File: config.mk
export PLATFORM = sky130hd
export DESIGN_NAME = maquina_venda_ctrl
export DESIGN_NICKNAME = d
export VERILOG_FILES = /design/src/rtl/maquina_venda_pkg.sv /design/src/rtl/maquina_venda_ctrl_tabela_preco.sv /design/src/rtl/maquina_venda_ctrl.sv
export SDC_FILE = /design/constraint.sdc
export NUM_CORES = 1
export LEC_CHECK = 0
export ABC_CLOCK_PERIOD_IN_PS = 7600
export CAP_MARGIN = 10
export CELL_PAD_IN_SITES_DETAIL_PLACEMENT = 1
export CELL_PAD_IN_SITES_GLOBAL_PLACEMENT = 1
export CORE_ASPECT_RATIO = 0.75
export CORE_UTILIZATION = 25
export CTS_CLUSTER_SIZE = 12
export DETAILED_ROUTE_END_ITERATION = 8
export PLACE_DENSITY = 0.58
export SYNTH_ARGS = -nofsm -noshare
export SYNTH_HDL_FRONTEND = slang
export SYNTH_SLANG_ARGS = --single-unit
File: constraint.sdc
create_clock -name clk -period 7.6 [get_ports clk]
set_clock_uncertainty 0.1 [all_clocks]
set_input_delay 0.76 -clock clk [delete_from_list [all_inputs] [get_ports clk]]
set_output_delay 0.76 -clock clk [all_outputs]
set_load 0.02 [all_outputs]
File: src/rtl/maquina_venda_pkg.sv
// Shared definitions for the vending controller: product codes, coin values and FSM states.
package maquina_venda_pkg;

    localparam logic [3:0] COD_REFRI    = 4'b1111;
    localparam logic [3:0] COD_SAL      = 4'b1110;
    localparam logic [3:0] COD_SUCO     = 4'b1100;
    localparam logic [3:0] COD_INVALIDO = 4'b0000;

    localparam logic [4:0] VAL_A = 5'd1;
    localparam logic [4:0] VAL_B = 5'd2;
    localparam logic [4:0] VAL_C = 5'd1;

    typedef enum logic [1:0] {
        OCIOSO    = 2'd0,
        CREDITO   = 2'd1,
        LIBERANDO = 2'd2,
        TROCO     = 2'd3
    } estado_t;

    // Simultaneous coin pulses are summed; the total never exceeds 4.
    function automatic logic [4:0] valor_moedas(input logic a, input logic b, input logic c);
        return (a ? VAL_A : 5'd0) + (b ? VAL_B : 5'd0) + (c ? VAL_C : 5'd0);
    endfunction

endpackage

File: src/rtl/maquina_venda_ctrl_tabela_preco.sv
// Combinational product-code to price decode; shared with the display block.
module tabela_preco
    import maquina_venda_pkg::*;
#(
    parameter int PRECO_REFRI = 5,
    parameter int PRECO_SAL   = 3,
    parameter int PRECO_SUCO  = 4
) (
    input  logic [3:0] produto,
    output logic [3:0] preco,
    output logic       valido
);

    // Price lookup; unknown codes report zero price and invalid.
    always_comb begin
        preco  = 4'd0;
        valido = 1'b0;
        case (produto)
            COD_REFRI: begin
                preco  = 4'(PRECO_REFRI);
                valido = 1'b1;
            end
            COD_SAL: begin
                preco  = 4'(PRECO_SAL);
                valido = 1'b1;
            end
            COD_SUCO: begin
                preco  = 4'(PRECO_SUCO);
                valido = 1'b1;
            end
            COD_INVALIDO: begin
                preco  = 4'd0;
                valido = 1'b0;
            end
            default: begin
                preco  = 4'd0;
                valido = 1'b0;
            end
        endcase
    end

endmodule

File: src/rtl/maquina_venda_ctrl.sv
// Vending controller: accumulates credit, validates purchases, times the dispense strobe
// and returns change. All outputs are registered.
module maquina_venda_ctrl
    import maquina_venda_pkg::*;
#(
    parameter int PRECO_REFRI = 5,
    parameter int PRECO_SAL   = 3,
    parameter int PRECO_SUCO  = 4,
    parameter int SALDO_MAX   = 15,
    parameter int CICLOS_LIB  = 4
) (
    input  logic       clk,
    input  logic       reset,
    input  logic       moeda_a,
    input  logic       moeda_b,
    input  logic       moeda_c,
    input  logic [3:0] produto,
    input  logic       confirmar,
    input  logic       cancelar,
    output logic [3:0] saldo,
    output logic       liberar,
    output logic [3:0] prod_lib,
    output logic [3:0] troco,
    output logic       troco_valido,
    output logic       rejeita,
    output logic       erro
);

    localparam logic [3:0] CNT_INI = 4'(CICLOS_LIB - 1);
    localparam logic [4:0] LIMITE  = 5'(SALDO_MAX);

    estado_t    estado_r;
    logic [3:0] cnt_r;
    logic [3:0] preco_s;
    logic       preco_valido_s;
    logic [4:0] valor_s;
    logic [4:0] soma_s;
    logic       moeda_s;

    tabela_preco #(
        .PRECO_REFRI (PRECO_REFRI),
        .PRECO_SAL   (PRECO_SAL),
        .PRECO_SUCO  (PRECO_SUCO)
    ) u_tabela_preco (
        .produto (produto),
        .preco   (preco_s),
        .valido  (preco_valido_s)
    );

    // Coin value of this cycle and the credit it would produce if accepted.
    always_comb begin
        valor_s = valor_moedas(moeda_a, moeda_b, moeda_c);
        soma_s  = {1'b0, saldo} + valor_s;
        moeda_s = (valor_s != 5'd0);
    end

    // Control FSM with registered outputs; strobes default low every cycle.
    always_ff @(posedge clk) begin
        if (reset) begin
            estado_r     <= OCIOSO;
            cnt_r        <= 4'd0;
            saldo        <= 4'd0;
            liberar      <= 1'b0;
            prod_lib     <= 4'd0;
            troco        <= 4'd0;
            troco_valido <= 1'b0;
            rejeita      <= 1'b0;
            erro         <= 1'b0;
        end else begin
            troco_valido <= 1'b0;
            rejeita      <= 1'b0;
            erro         <= 1'b0;
            case (estado_r)
                OCIOSO, CREDITO: begin
                    if (cancelar && (saldo != 4'd0)) begin
                        troco        <= saldo;
                        troco_valido <= 1'b1;
                        saldo        <= 4'd0;
                        rejeita      <= moeda_s;
                        estado_r     <= TROCO;
                    end else if (confirmar && preco_valido_s && (saldo >= preco_s)) begin
                        prod_lib <= produto;
                        saldo    <= saldo - preco_s;
                        liberar  <= 1'b1;
                        cnt_r    <= CNT_INI;
                        rejeita  <= moeda_s;
                        estado_r <= LIBERANDO;
                    end else begin
                        // A refused request does not block coins arriving with it.
                        erro <= confirmar;
                        if (moeda_s) begin
                            if (soma_s <= LIMITE) begin
                                saldo    <= soma_s[3:0];
                                estado_r <= CREDITO;
                            end else begin
                                rejeita <= 1'b1;
                            end
                        end
                    end
                end
                LIBERANDO: begin
                    rejeita <= moeda_s;
                    if (cnt_r == 4'd0) begin
                        liberar <= 1'b0;
                        if (saldo != 4'd0) begin
                            troco        <= saldo;
                            troco_valido <= 1'b1;
                            saldo        <= 4'd0;
                            estado_r     <= TROCO;
                        end else begin
                            estado_r <= OCIOSO;
                        end
                    end else begin
                        cnt_r <= cnt_r - 4'd1;
                    end
                end
                TROCO: begin
                    rejeita  <= moeda_s;
                    saldo    <= 4'd0;
                    estado_r <= OCIOSO;
                end
                default: begin
                    estado_r <= OCIOSO;
                end
            endcase
        end
    end

endmodule

==> flow_results.org <==
** Placed design
- After detailed placement, the total cell area comes to 1597 sq um.
- Including well taps, the total number of placed cells is around 230.
- Port buffer count :: 26
- Once detailed placement completed, the half-perimeter wirelength came to 2.692 mm.
- Routability-driven placement finished with a final weighted congestion of 0.7882.

** Global route
- Initial antenna violation count :: 0
- Largest net degree at the start of global routing :: 23
- First-pass GRT wire length :: around 5.6 mm
- After global routing the overflow that remains totals 0.
- In the global route stage, overall resource usage came out at 12.97%.
- The number of global-route vias before repair was 1181.

** Critical path
- The endpoint identified for the worst register-to-register timing path is saldo[2].
- Endpoint required time on the critical path :: 7.68 ns
- Critical path class :: in -> reg
- Of all nets on the critical path, the largest fanout is 6.
- Reg2Reg Depth :: 9
- Startpoint of the lowest-slack register-to-register path :: saldo[0]
- Critical Path Start Type :: input port
- Critical path data arrival time :: 3.39 ns
- Setup slack on the worst reg-to-reg path comes out at about 5 ns.
- The worst setup path is captured at a flop.

** Routing
- Dividing the detail-routed wire length by the instance count gives between 10 and 15 um.
- Post-DRT Antenna Nets :: 0
- The detailed router placed 1161 vias in this run.
- Iteration count of the initial detailed-routing pass :: 3
- For this run, design rule violations remaining after detail routing come to 0.
- DR iter-0 viols :: 21
- In the routed layout, each cell is associated on average with a via count of 5.070.
- Overall routed net length :: 3.412 mm

** Clock tree
- TritonCTS built the clock tree.
- Clock tree synthesis selected as its root buffer the cell clkbuf_8.
- TritonCTS Buffers :: 3
- The longest clock path from root to sink contains 2 buffers.
- CTS H-tree depth :: 1
- After clock tree synthesis, the setup repair step added 0 buffers.
- Clock-pin slew was measured on the worst setup and hold paths at 0.08 ns.
- Hold-fix buffers, CTS :: 0
- Number of sinks driven by the clock tree :: 22
- After clock tree synthesis, the repair step resized 0 gates.
- Clock latency of the later-clocked register in the worst-skew pair :: around 0.26 ns

** Timing
- Max Clk Rate :: 301.8 MHz
- Setup violations remaining at the end of the flow were counted as 0.
- The worst pin sits at a relative slew slack of 47.17%.
- Summed over all failing endpoints, the final setup total negative slack is 0 ns.
- The total count of max-transition violations in the final report came to 0.
- Setup repair after global routing left no endpoint under its margin.
- The worst path uses a little over two fifths of the clock period.
- The number of hold violations in the final report is 0.
- The worst path needs 3.313 ns of the cycle, external delays included.
- Transition time at the pin with the least slew margin :: 0.7900 ns

** Logic synthesis
- Cell count after synthesis :: 146
- The synthesized netlist occupies a cell area of 1306 sq um.
- In this run the mean area of a mapped cell was 8.947 sq um.
- Yosys printed 0 warnings.
- Synthesis produced a netlist with a net count of 169.
- Share of synthesized area occupied by flip-flops and latches :: between 30 and 40%
- Counting distinct cell types in the post-synthesis netlist gives 43.
- Seq cells post-synth :: 22

** Outcome
- The flow ran to the end, and the final reports show no timing, DRC or antenna violations.

** Die
- Measured along the y axis, the die boundary spans around 65 um.
- The floorplan step set the die width to 85.47 um.
- The floorplan has 22 rows.
- During I/O placement, the number of pins put on the boundary was 27.
- CORE AREA :: approximately 5000 sq um
- The floorplan step defined a die boundary enclosing 5521 sq um.
- Initial standard-cell utilization of the core :: 26.36%

** Finish
- The repair_antennas step left the layout with diodes totalling 0.
- Commonest non-fill, non-tap cell in the layout :: clkdlybuf4s50_1
- The multi-input combinational cells in the finished layout cover a total of around 800 sq um.
- After filler insertion, the fill cell instance count of the layout stands at 585.
- Summing all flip-flop and latch instances after layout gives 440.4 sq um.
- Relative to the synthesized area, the layout overhead comes to 26.44%.
- The final layout contains just under 200 nets.
- For this run, the number of standard cells in the final layout without fillers is roughly 230.
- In the final layout, the share of cells above drive strength 1 is 5.917%.
- Commonest cells after routing, fill and taps aside :: 26 x clkdlybuf4s50_1, 22 x dfxtp_1, 15 x nor2_1, 10 x ha_1
- Final instance area :: 1652 sq um
- Fraction of the core area covered by cells at the end of the flow :: 33.33%

** Power and ir drop
- VDD sags by at most between 0.1 and 0.15 mV.
- For this design the ratio of total power to cell area is 323.3 nW/um^2.
- Leakage Power :: about 0.6 nW

** Hold path
- The worst hold path terminates at prod_lib[2].
- Along the worst hold path, the cell count comes to 2.
- Class of the worst hold path :: reg -> reg
- Start point of the worst hold path :: prod_lib[2]

** Flow run
- The tool flagged a number of max-cap violations equal to 0.
[flip-flops by register name, indices dropped and copies added, names as in the netlist, 2 cells and up]
name and count:
prod_lib 4, cnt_r 4, estado_r 2, troco 4, saldo 4
[critical path, cell delays in order]
cell             delay [ns]
clkdlybuf4s50_1        0.51
and3_1                 0.19
ha_1                   0.17
inv_1                  0.05
fa_1                   0.40
a211oi_1               0.29
nand2_1                0.21
a211oi_1               0.47
o21ai_0                0.17
a21oi_1                0.15
[layer usage]
metal,share of wire [%],up-vias,global-route usage (%)
met5,0,-,0
met4,0.91,0,2.500
met3,3.3,4,3.439
met2,46,21,22.50
met1,49,563,16.28
li1,-,573,-
[synthesized netlist by cell type]
cell / count / area share (%)
a21o_2: 1 / 0.67
xnor2_1: 2 / 1.3
buf_2: 1 / 0.38
inv_1: 5 / 1.4
or3_1: 1 / 0.48
nand2b_1: 4 / 1.9
nor4_1: 1 / 0.48
nand2_1: 8 / 2.3
o21ai_0: 6 / 2.3
a21boi_0: 1 / 0.57
clkbuf_1: 3 / 0.86
and2_2: 1 / 0.57
fa_1: 2 / 3.1
a21o_1: 2 / 1.1
a21o_4: 1 / 1.1
nor2_1: 15 / 4.3
o2111ai_1: 2 / 1.3
a31oi_1: 2 / 0.96
mux2i_1: 6 / 4.6
ha_1: 10 / 9.6
nand3_1: 2 / 0.77
a2111o_1: 1 / 0.86
xor2_1: 2 / 1.3
a211oi_1: 5 / 2.9
nand4_1: 3 / 1.4
buf_6: 1 / 0.86
and4_2: 1 / 0.77
nor2b_1: 4 / 1.9
and2_1: 1 / 0.48
a21oi_1: 9 / 3.4
nor3_1: 9 / 3.4
a211o_4: 1 / 1.3
nor3_4: 1 / 1.2
and3_1: 1 / 0.48
o21a_1: 2 / 1.1
or4_1: 1 / 0.57
dfxtp_1: 22 / 34
a31o_1: 1 / 0.67
buf_4: 1 / 0.57
dlygate4sd3_1: 1 / 0.77
nor4b_1: 1 / 0.67
o211ai_1: 1 / 0.57
nor3b_1: 1 / 0.57
[kinds of logic (layout without fill, tap and decap cells)]
family	after synthesis	in the layout	share of synthesized area, %
AND/OR/NAND/NOR	55	55	22.42
AO/OA/AOI/OAI	35	35	19.06
flip-flops	22	22	33.72
adder cells (fa/ha/maj)	12	12	12.64
buffers and inverters	12	35	4.885
multiplexers	6	6	4.598
XOR/XNOR	4	4	2.682
[layout make-up]
cell class / instances / area share (%)
Inverter: 5 / 1.136
Multi-Input combinational cell: 112 / 48.56
Timing Repair Buffer: 26 / 15.76
Sequential cell: 22 / 26.67
Tap cell: 60 / 4.545
Clock buffer: 4 / 3.333
[per-stage QoR]
stage          hold WS (ns)  total power, mW  setup WS (ns)
2_1_floorplan        0.3676           0.3688          4.630
3_3_place_gp         0.3495           0.4457          4.089
3_5_place_dp         0.3635           0.4542          4.010
4_1_cts              0.3828           0.5406          4.290
5_1_grt              0.4144           0.5744          4.118
6_report             0.3734           0.5340          4.287
[report_power, final]
part / internal (mW) / total (mW) / switching [mW]
logic: 0.126 / 0.276 / 0.150
clock network: 0.0462 / 0.0851 / 0.0389
registers: 0.140 / 0.173 / 0.0325
[worst max path at each step]
stage	startpoint	endpoint	slack, ns	cells after the start
3_5_place_dp	produto[3]	saldo[1]	4.01	10
6_report	produto[2]	saldo[2]	4.29	10
4_1_cts	produto[3]	saldo[1]	4.29	10
3_3_place_gp	produto[1]	saldo[2]	4.09	10
2_1_floorplan	produto[2]	saldo[1]	4.63	10
5_1_grt	produto[1]	saldo[1]	4.12	10
Power figures use the tool's default switching activity.
